## config.mk

```make
export PLATFORM = sky130hd
export DESIGN_NAME = bin_to_text_n
export DESIGN_NICKNAME = d
export VERILOG_FILES = /design/src/rtl/bin_to_text_n.sv
export SDC_FILE = /design/constraint.sdc
export NUM_CORES = 1
export LEC_CHECK = 0
export ABC_AREA = 1
export CAP_MARGIN = 25
export CORE_ASPECT_RATIO = 0.7
export CORE_MARGIN = 1
export CORE_UTILIZATION = 50
export CTS_BUF_LIST = sky130_fd_sc_hd__clkbuf_4
export CTS_CLUSTER_SIZE = 16
export DETAILED_ROUTE_END_ITERATION = 10
export MAX_ROUTING_LAYER = met4
export PLACE_DENSITY = 0.77
export RECOVER_POWER = 50
export SYNTH_ARGS = -nofsm -noshare
export SYNTH_HDL_FRONTEND = slang
export SYNTH_SLANG_ARGS = --single-unit
```

## constraint.sdc

```tcl
create_clock -name clk -period 4.3 [get_ports clk]
set_input_delay 0.86 -clock clk [delete_from_list [all_inputs] [get_ports clk]]
set_output_delay 0.86 -clock clk [all_outputs]
set_load 0.01 [all_outputs]
```

## src/rtl/bin_to_text_n.sv

```systemverilog
//------------------------------------------------------------------------------
// bin_to_text_n : unsigned binary to fixed-width ASCII decimal text converter
//   (serial double-dabble, one bit per cycle, valid/ready handshake both sides)
// Revision: 1.0
//------------------------------------------------------------------------------
`default_nettype none

module bin_to_text_n #(
  parameter int BIN_W    = 10,
  parameter int DIGITS   = 4,
  parameter int BLANK_LZ = 1
) (
  input  logic                  clk,
  input  logic                  rst,
  input  logic                  in_valid,
  output logic                  in_ready,
  input  logic [BIN_W-1:0]      bin_data,
  output logic                  out_valid,
  input  logic                  out_ready,
  output logic [8*DIGITS-1:0]   text_output,
  output logic                  overflow
);

  localparam int BCD_W = 4 * DIGITS;
  localparam int CNT_W = (BIN_W > 1) ? $clog2(BIN_W) : 1;
  localparam logic [CNT_W-1:0] CNT_LAST = CNT_W'(BIN_W - 1);

  typedef enum logic [1:0] {
    IDLE    = 2'd0,
    CONVERT = 2'd1,
    FORMAT  = 2'd2,
    DONE    = 2'd3
  } state_t;

  state_t              state_q, state_d;
  logic [BIN_W-1:0]    bin_q, bin_d;
  logic [BCD_W-1:0]    bcd_q, bcd_d;
  logic [CNT_W-1:0]    cnt_q, cnt_d;
  logic                ovf_q, ovf_d;
  logic [8*DIGITS-1:0] text_q, text_d;
  logic                overflow_q, overflow_d;

  logic [BCD_W-1:0]    bcd_adj;
  logic [BCD_W-1:0]    bcd_shift;
  logic [8*DIGITS-1:0] text_fmt;
  logic                seen_nz;
  logic [3:0]          digit;

  // One double-dabble step: add 3 to every digit >= 5, then shift in the next bit.
  always_comb begin
    bcd_adj = bcd_q;
    for (int i = 0; i < DIGITS; i++) begin
      if (bcd_q[4*i +: 4] >= 4'd5) begin
        bcd_adj[4*i +: 4] = bcd_q[4*i +: 4] + 4'd3;
      end
    end
    bcd_shift = {bcd_adj[BCD_W-2:0], bin_q[BIN_W-1]};
  end

  // Scan from the top digit; zeros stay blank until the first nonzero digit.
  always_comb begin
    text_fmt = '0;
    seen_nz  = 1'b0;
    digit    = 4'd0;
    for (int i = DIGITS - 1; i >= 0; i--) begin
      digit = bcd_q[4*i +: 4];
      if (ovf_q) begin
        text_fmt[8*i +: 8] = 8'h2D;
      end else if ((BLANK_LZ != 0) && !seen_nz && (digit == 4'd0) && (i != 0)) begin
        text_fmt[8*i +: 8] = 8'h20;
      end else begin
        text_fmt[8*i +: 8] = {4'h3, digit};
      end
      if (digit != 4'd0) begin
        seen_nz = 1'b1;
      end
    end
  end

  always_comb begin
    state_d    = state_q;
    bin_d      = bin_q;
    bcd_d      = bcd_q;
    cnt_d      = cnt_q;
    ovf_d      = ovf_q;
    text_d     = text_q;
    overflow_d = overflow_q;
    case (state_q)
      IDLE: begin
        if (in_valid) begin
          bin_d   = bin_data;
          bcd_d   = '0;
          cnt_d   = '0;
          ovf_d   = 1'b0;
          state_d = CONVERT;
        end
      end
      CONVERT: begin
        bin_d = bin_q << 1;
        bcd_d = bcd_shift;
        ovf_d = ovf_q | bcd_adj[BCD_W-1];
        cnt_d = cnt_q + CNT_W'(1);
        if (cnt_q == CNT_LAST) begin
          state_d = FORMAT;
        end
      end
      FORMAT: begin
        text_d     = text_fmt;
        overflow_d = ovf_q;
        state_d    = DONE;
      end
      DONE: begin
        if (out_ready) begin
          state_d = IDLE;
        end
      end
      default: state_d = IDLE;
    endcase
  end

  always_ff @(posedge clk or posedge rst) begin
    if (rst) begin
      state_q    <= IDLE;
      bin_q      <= '0;
      bcd_q      <= '0;
      cnt_q      <= '0;
      ovf_q      <= 1'b0;
      text_q     <= {DIGITS{8'h20}};
      overflow_q <= 1'b0;
    end else begin
      state_q    <= state_d;
      bin_q      <= bin_d;
      bcd_q      <= bcd_d;
      cnt_q      <= cnt_d;
      ovf_q      <= ovf_d;
      text_q     <= text_d;
      overflow_q <= overflow_d;
    end
  end

  assign in_ready    = (state_q == IDLE) && !rst;
  assign out_valid   = (state_q == DONE);
  assign text_output = text_q;
  assign overflow    = overflow_q;

endmodule

`default_nettype wire
```

## Yosys cells after proc, flatten, opt, wreduce, memory -nomap -nowiden

Index checks and enable logic that the tools add are counted.

- Output and inout bits: 35
- Bits of input ports: 14
- Register bits after elaboration: 66

- Reduce and logical (&&, ||, !) cells: 15
- $lt $le $gt $ge: 4
- Bitwise operators: 1
- $add $sub $neg: 5
- Equal/unequal tests: 7
- Mux-type cells: 25

Operator list:

| kind | number |
|---|---|
| 16-bit case mux with 2 select lines | 1 |
| 5-bit 2-to-1 mux | 6 |
| 4-bit 2-to-1 mux | 5 |
| 10-bit case mux with 2 select lines | 1 |
| 4-bit by 2-bit adder with 4-bit output, second input constant | 4 |
| 4-bit by 3-bit >= comparator with 1-bit output, second input constant | 4 |
| 16-bit 2-to-1 mux | 1 |
| 4-bit zero test | 3 |
| 10-bit 2-to-1 mux | 1 |
| 8-bit 2-to-1 mux | 1 |
| 2-bit case mux with 4 select lines | 1 |
| 4-bit case mux with 2 select lines | 1 |
| 4-bit nonzero test | 2 |
| 2-bit 2-to-1 mux | 3 |
| 4-bit by 1-bit adder with 4-bit output, second input constant | 1 |
| 2-bit equality test, second input constant | 2 |
| 4-bit equality test, second input constant | 1 |
| 2-bit inequality test, second input constant | 2 |
| 1-bit logical AND | 3 |
| 1-bit zero test | 3 |
| 1-bit 2-to-1 mux | 3 |
| 3-bit AND reduction | 1 |
| 2-bit by 1-bit equality test with 1-bit output, second input constant | 1 |
| 2-bit zero test | 1 |
| other kinds (5) | 5 |

## Logic depth before layout (Yosys ltp)

- Depth in word-level cells: 7
- Gate-level depth with buffers: 9

## Least setup slack after synthesis

OpenSTA, ideal clock, no wires.

- Path type: in2out
- Start point: input rst
- End point: output in_ready
- Arrival time: 1.029 ns
- Setup slack: 2.411 ns
- Data required time: 3.440 ns
- Stages: 1
- Path buffers: 0
- Cell sequence: nor2_1

- Cells in the longest elaborated chain, start to end: 2

Ends and longest elaborated chain:

| item | RTL line | RTL |
|---|---|---|
| start: declaration | 14 | `input logic rst,` |
| 1-bit zero test | 141 | `assign in_ready = (state_q == IDLE) && !rst;` |
| 1-bit logical AND | 141 |  |
| end: declaration | 16 | `output logic in_ready,` |

No other way between the ends.

## Final worst setup path

- Start point: register state_q[0]
- End point: register text_q[9] (netlist: text_output[9])

- Cells in the longest elaborated chain, start to end: 1

Ends and longest elaborated chain:

| item | RTL line | RTL |
|---|---|---|
| start: declaration | 35 | `state_t state_q, state_d;` |
| start signal: assignment | 131 | `state_q <= state_d;` |
| 2-bit equality test | 88 | `case (state_q)` |
| end signal: assignment | 128 | `text_q <= {DIGITS{8'h20}};` |
| end signal: assignment | 136 | `text_q <= text_d;` |
| end: declaration | 40 | `logic [8*DIGITS-1:0] text_q, text_d;` |

No other way between the ends.
A chain may end at the register's enable or synchronous reset.

==> metrics.md <==
| Metric | Value |
|---|---|
| Outcome | `finished clean` |
| R2R Setup Slk | `1150 ps` |
| Congestion Overflow GR | `0` |
| Worst EP required | `4610 ps` |
| Setup bufs post-CTS | `0` |
| M1 WL | `between 2000 and 3000 µm` |
| Drt first-iter violations | `110` |
| Worst min path class | `reg2reg` |
| Power density over cell area | `627.9 nW/µm²` |
| Core ar. | `approximately 5300 µm²` |
| Vias in the first global route | `2057` |
| Avg Cell Area, Syn | `around 8.5 µm²` |
| Clock skew | `9.034 ps` |
| FMAX | `317.6 MHz` |
| Tot GR Track Use | `between 20% and 30%` |
| CTS tree | `yes` |
| Vias/cell | `5.007` |
| Post-synthesis sequential area ratio | `48.06%` |
| IO Count | `slightly below 50` |
| Mapped cell area | `2811 µm²` |
| Most frequent cells in the layout | `79 x nand2_1, 54 x dfrtp_1, 40 x inv_1, 34 x clkdlybuf4s50_1, 31 x nor2_1` |
| First-pass detailed-route iteration total | `5` |
| Register clock-pin slew on the reported worst setup and hold paths | `~150 ps` |
| CTS root buf | `clkbuf_4` |
| Fraction of final layout cells sized beyond drive strength 1 | `4.620%` |
| Area grow syn2layout | `13.48%` |
| Final ANT Viol Nets | `0` |
| Max IR drop VDD | `0.3844 mV` |
| Setup WS post-layout | `between 1000 and 1500 ps` |
| WL per Instance | `12.37 µm` |
| Num Clock Sinks | `54` |
| Final #Nets | `between 300 and 400` |
| Yosys warns | `0` |
| Hold Buf Count CTS | `0` |
| Die Ht | `around 65 µm` |
| Die ar. | `between 5000 and 6000 µm²` |
| TNS Setup | `0 ps` |
| Final setup viols | `0` |
| Remaining DRCs | `0` |
| Post-cts sizing count | `0` |
| Largest fanout on the critical path | `17` |
| Unrepaired setup endpoints after global routing | `false` |
| DPL Wire Length | `3914 µm` |
| Final worst-path cycle share | `73.22%` |
| Initial antenna violation count | `0` |
| CP arrival | `3460 ps` |
| Critical path startpoint category | `register` |
| DP Worst Slack | `roughly 1500 ps` |
| Vias | `about 2.2k` |
| Met3 wire length | `215 µm` |
| Setup crit end kind | `register` |
| Synth Register Bits | `54` |
| Largest net degree at the start of global routing | `33` |
| Clk buf depth | `2` |
| Slew HR | `25.66%` |
| Wire length of the first global-routing pass | `9508 µm` |
| Post-Syn Instances | `331` |
| Synth unique cells | `27` |
| Final instance area | `3191 µm²` |
| Row Count | `22` |
| Metal2 WL | `2344 µm` |
| Final Hold Viols | `0` |
| Post-DP Area | `about 3200 µm²` |
| Worst slew pin tran | `between 1000 and 1500 ps` |
| Most common cell after layout, fill and taps aside | `nand2_1` |
| Max cap viols | `0` |
| Worst-skew pair later-pin latency | `~370 ps` |
| Initial core utilization | `52.65%` |
| Final wirelength | `5444 µm` |
| Pleak | `~1.6 nW` |
| Die W | `91.63 µm` |
| Buffers added on ports | `36` |
| TritonCTS Buffers | `5` |
| Ant. Diodes | `0` |
| Highest metal used | `met4` |
| Routability congestion estimate from global placement | `0.9059` |
| Final min period | `3148 ps` |
| H-tree depth | `2` |
| Max-slew violations | `0` |
| Hold Slack | `approximately 500 ps` |
| Kind of critical path | `reg2reg` |
## power by group
group | switching (W) | internal (W)
clock network | 0.000157 | 0.0000613
logic | 0.000607 | 0.000388
registers | 0.0000973 | 0.000692
## cell usage after synthesis (all sizes together)
cell type	count	area, µm²
dfrtp	54	1351
xor2	1	8.760
o22ai	6	37.54
o221ai	5	43.79
o21ai	27	135.1
a31oi	1	6.260
nand2	82	337.8
nand4	1	6.260
nand3	13	65.06
inv	44	167.7
nor3	1	5.000
a21oi	23	122.6
conb	2	7.510
ha	17	212.7
o211ai	3	22.52
a22o	1	8.760
nor2	31	132.6
buf	19	140.1
## final cells by class
class / count / area (µm²)
Clock buffer: 5 / 37.54
Clock inverter: 3 / 16.27
Fill cell: 491 / 2150
Inverter: 44 / 167.7
Multi-Input combinational cell: 224 / 1156
Sequential cell: 54 / 1351
Tap cell: 72 / 90.09
Timing Repair Buffer: 38 / 371.6
## per-layer routing
metal,global-route usage (%),vias to the layer above
li1,-,1113
met1,28.02,1043
met2,32.89,42
met3,4.695,5
met4,3.968,0
met5,-,-
## cells by family (layout without fill, tap and decap cells)
| logic type | Yosys count | in the layout | share of synthesized area [%] |
|---|---|---|---|
| AND/OR/NAND/NOR | 128 | 128 | 19.45 |
| AO/OA/AOI/OAI | 66 | 66 | 13.40 |
| buffers and inverters | 63 | 90 | 10.95 |
| flip-flops | 54 | 54 | 48.06 |
| adder cells (fa/ha/maj) | 17 | 17 | 7.566 |
| other | 2 | 12 | 0.2671 |
| XOR/XNOR | 1 | 1 | 0.3116 |
## worst paths after layout
path | startpoint | endpoint | cells past startpoint
setup / recovery | state_q[0]$_DFFE_PP0P_ | text_output[9]$_DFFE_PP0P_ | 9
hold / removal | bcd_q[1]$_DFFE_PP0P_ | bcd_q[1]$_DFFE_PP0P_ | 2
setup reg to reg | state_q[0]$_DFFE_PP0P_ | text_output[9]$_DFFE_PP0P_ | 9
hold reg to reg | bcd_q[1]$_DFFE_PP0P_ | bcd_q[1]$_DFFE_PP0P_ | 2
max in group asynchronous | rst | cnt_q[0]$_DFFE_PP0P_ | 3
min in group asynchronous | rst | bin_q[8]$_DFFE_PP0P_ | 2
## worst max-delay path: stages, from the launching register on
cell      delay (ps)
dfrtp_1          430
inv_1            120
ha_1             160
clkbuf_1         570
inv_1            370
nor2_1           920
nand2_1          280
nand2_1          120
nand2_1           50
nand2_1           50
## sequential cells by signal (all words and copies together) (netlist names)
register / count
bin_q: 10
bcd_q: 16
text_output: 20
state_q: 2
ovf_q: 1
cnt_q: 4
overflow: 1
## metrics by stage
stage | utilization (%) | cells | total power [W]
after CTS | 60.45 | 440 | 0.002045
after detailed placement | 59.44 | 432 | 0.001822
after global placement | 59.44 | 432 | 0.001793
after floorplan | - | 341 | 0.001502
after global routing | 59.75 | 440 | 0.002188
final | 59.75 | 440 | 0.002003
Power figures use the tool's default switching activity.
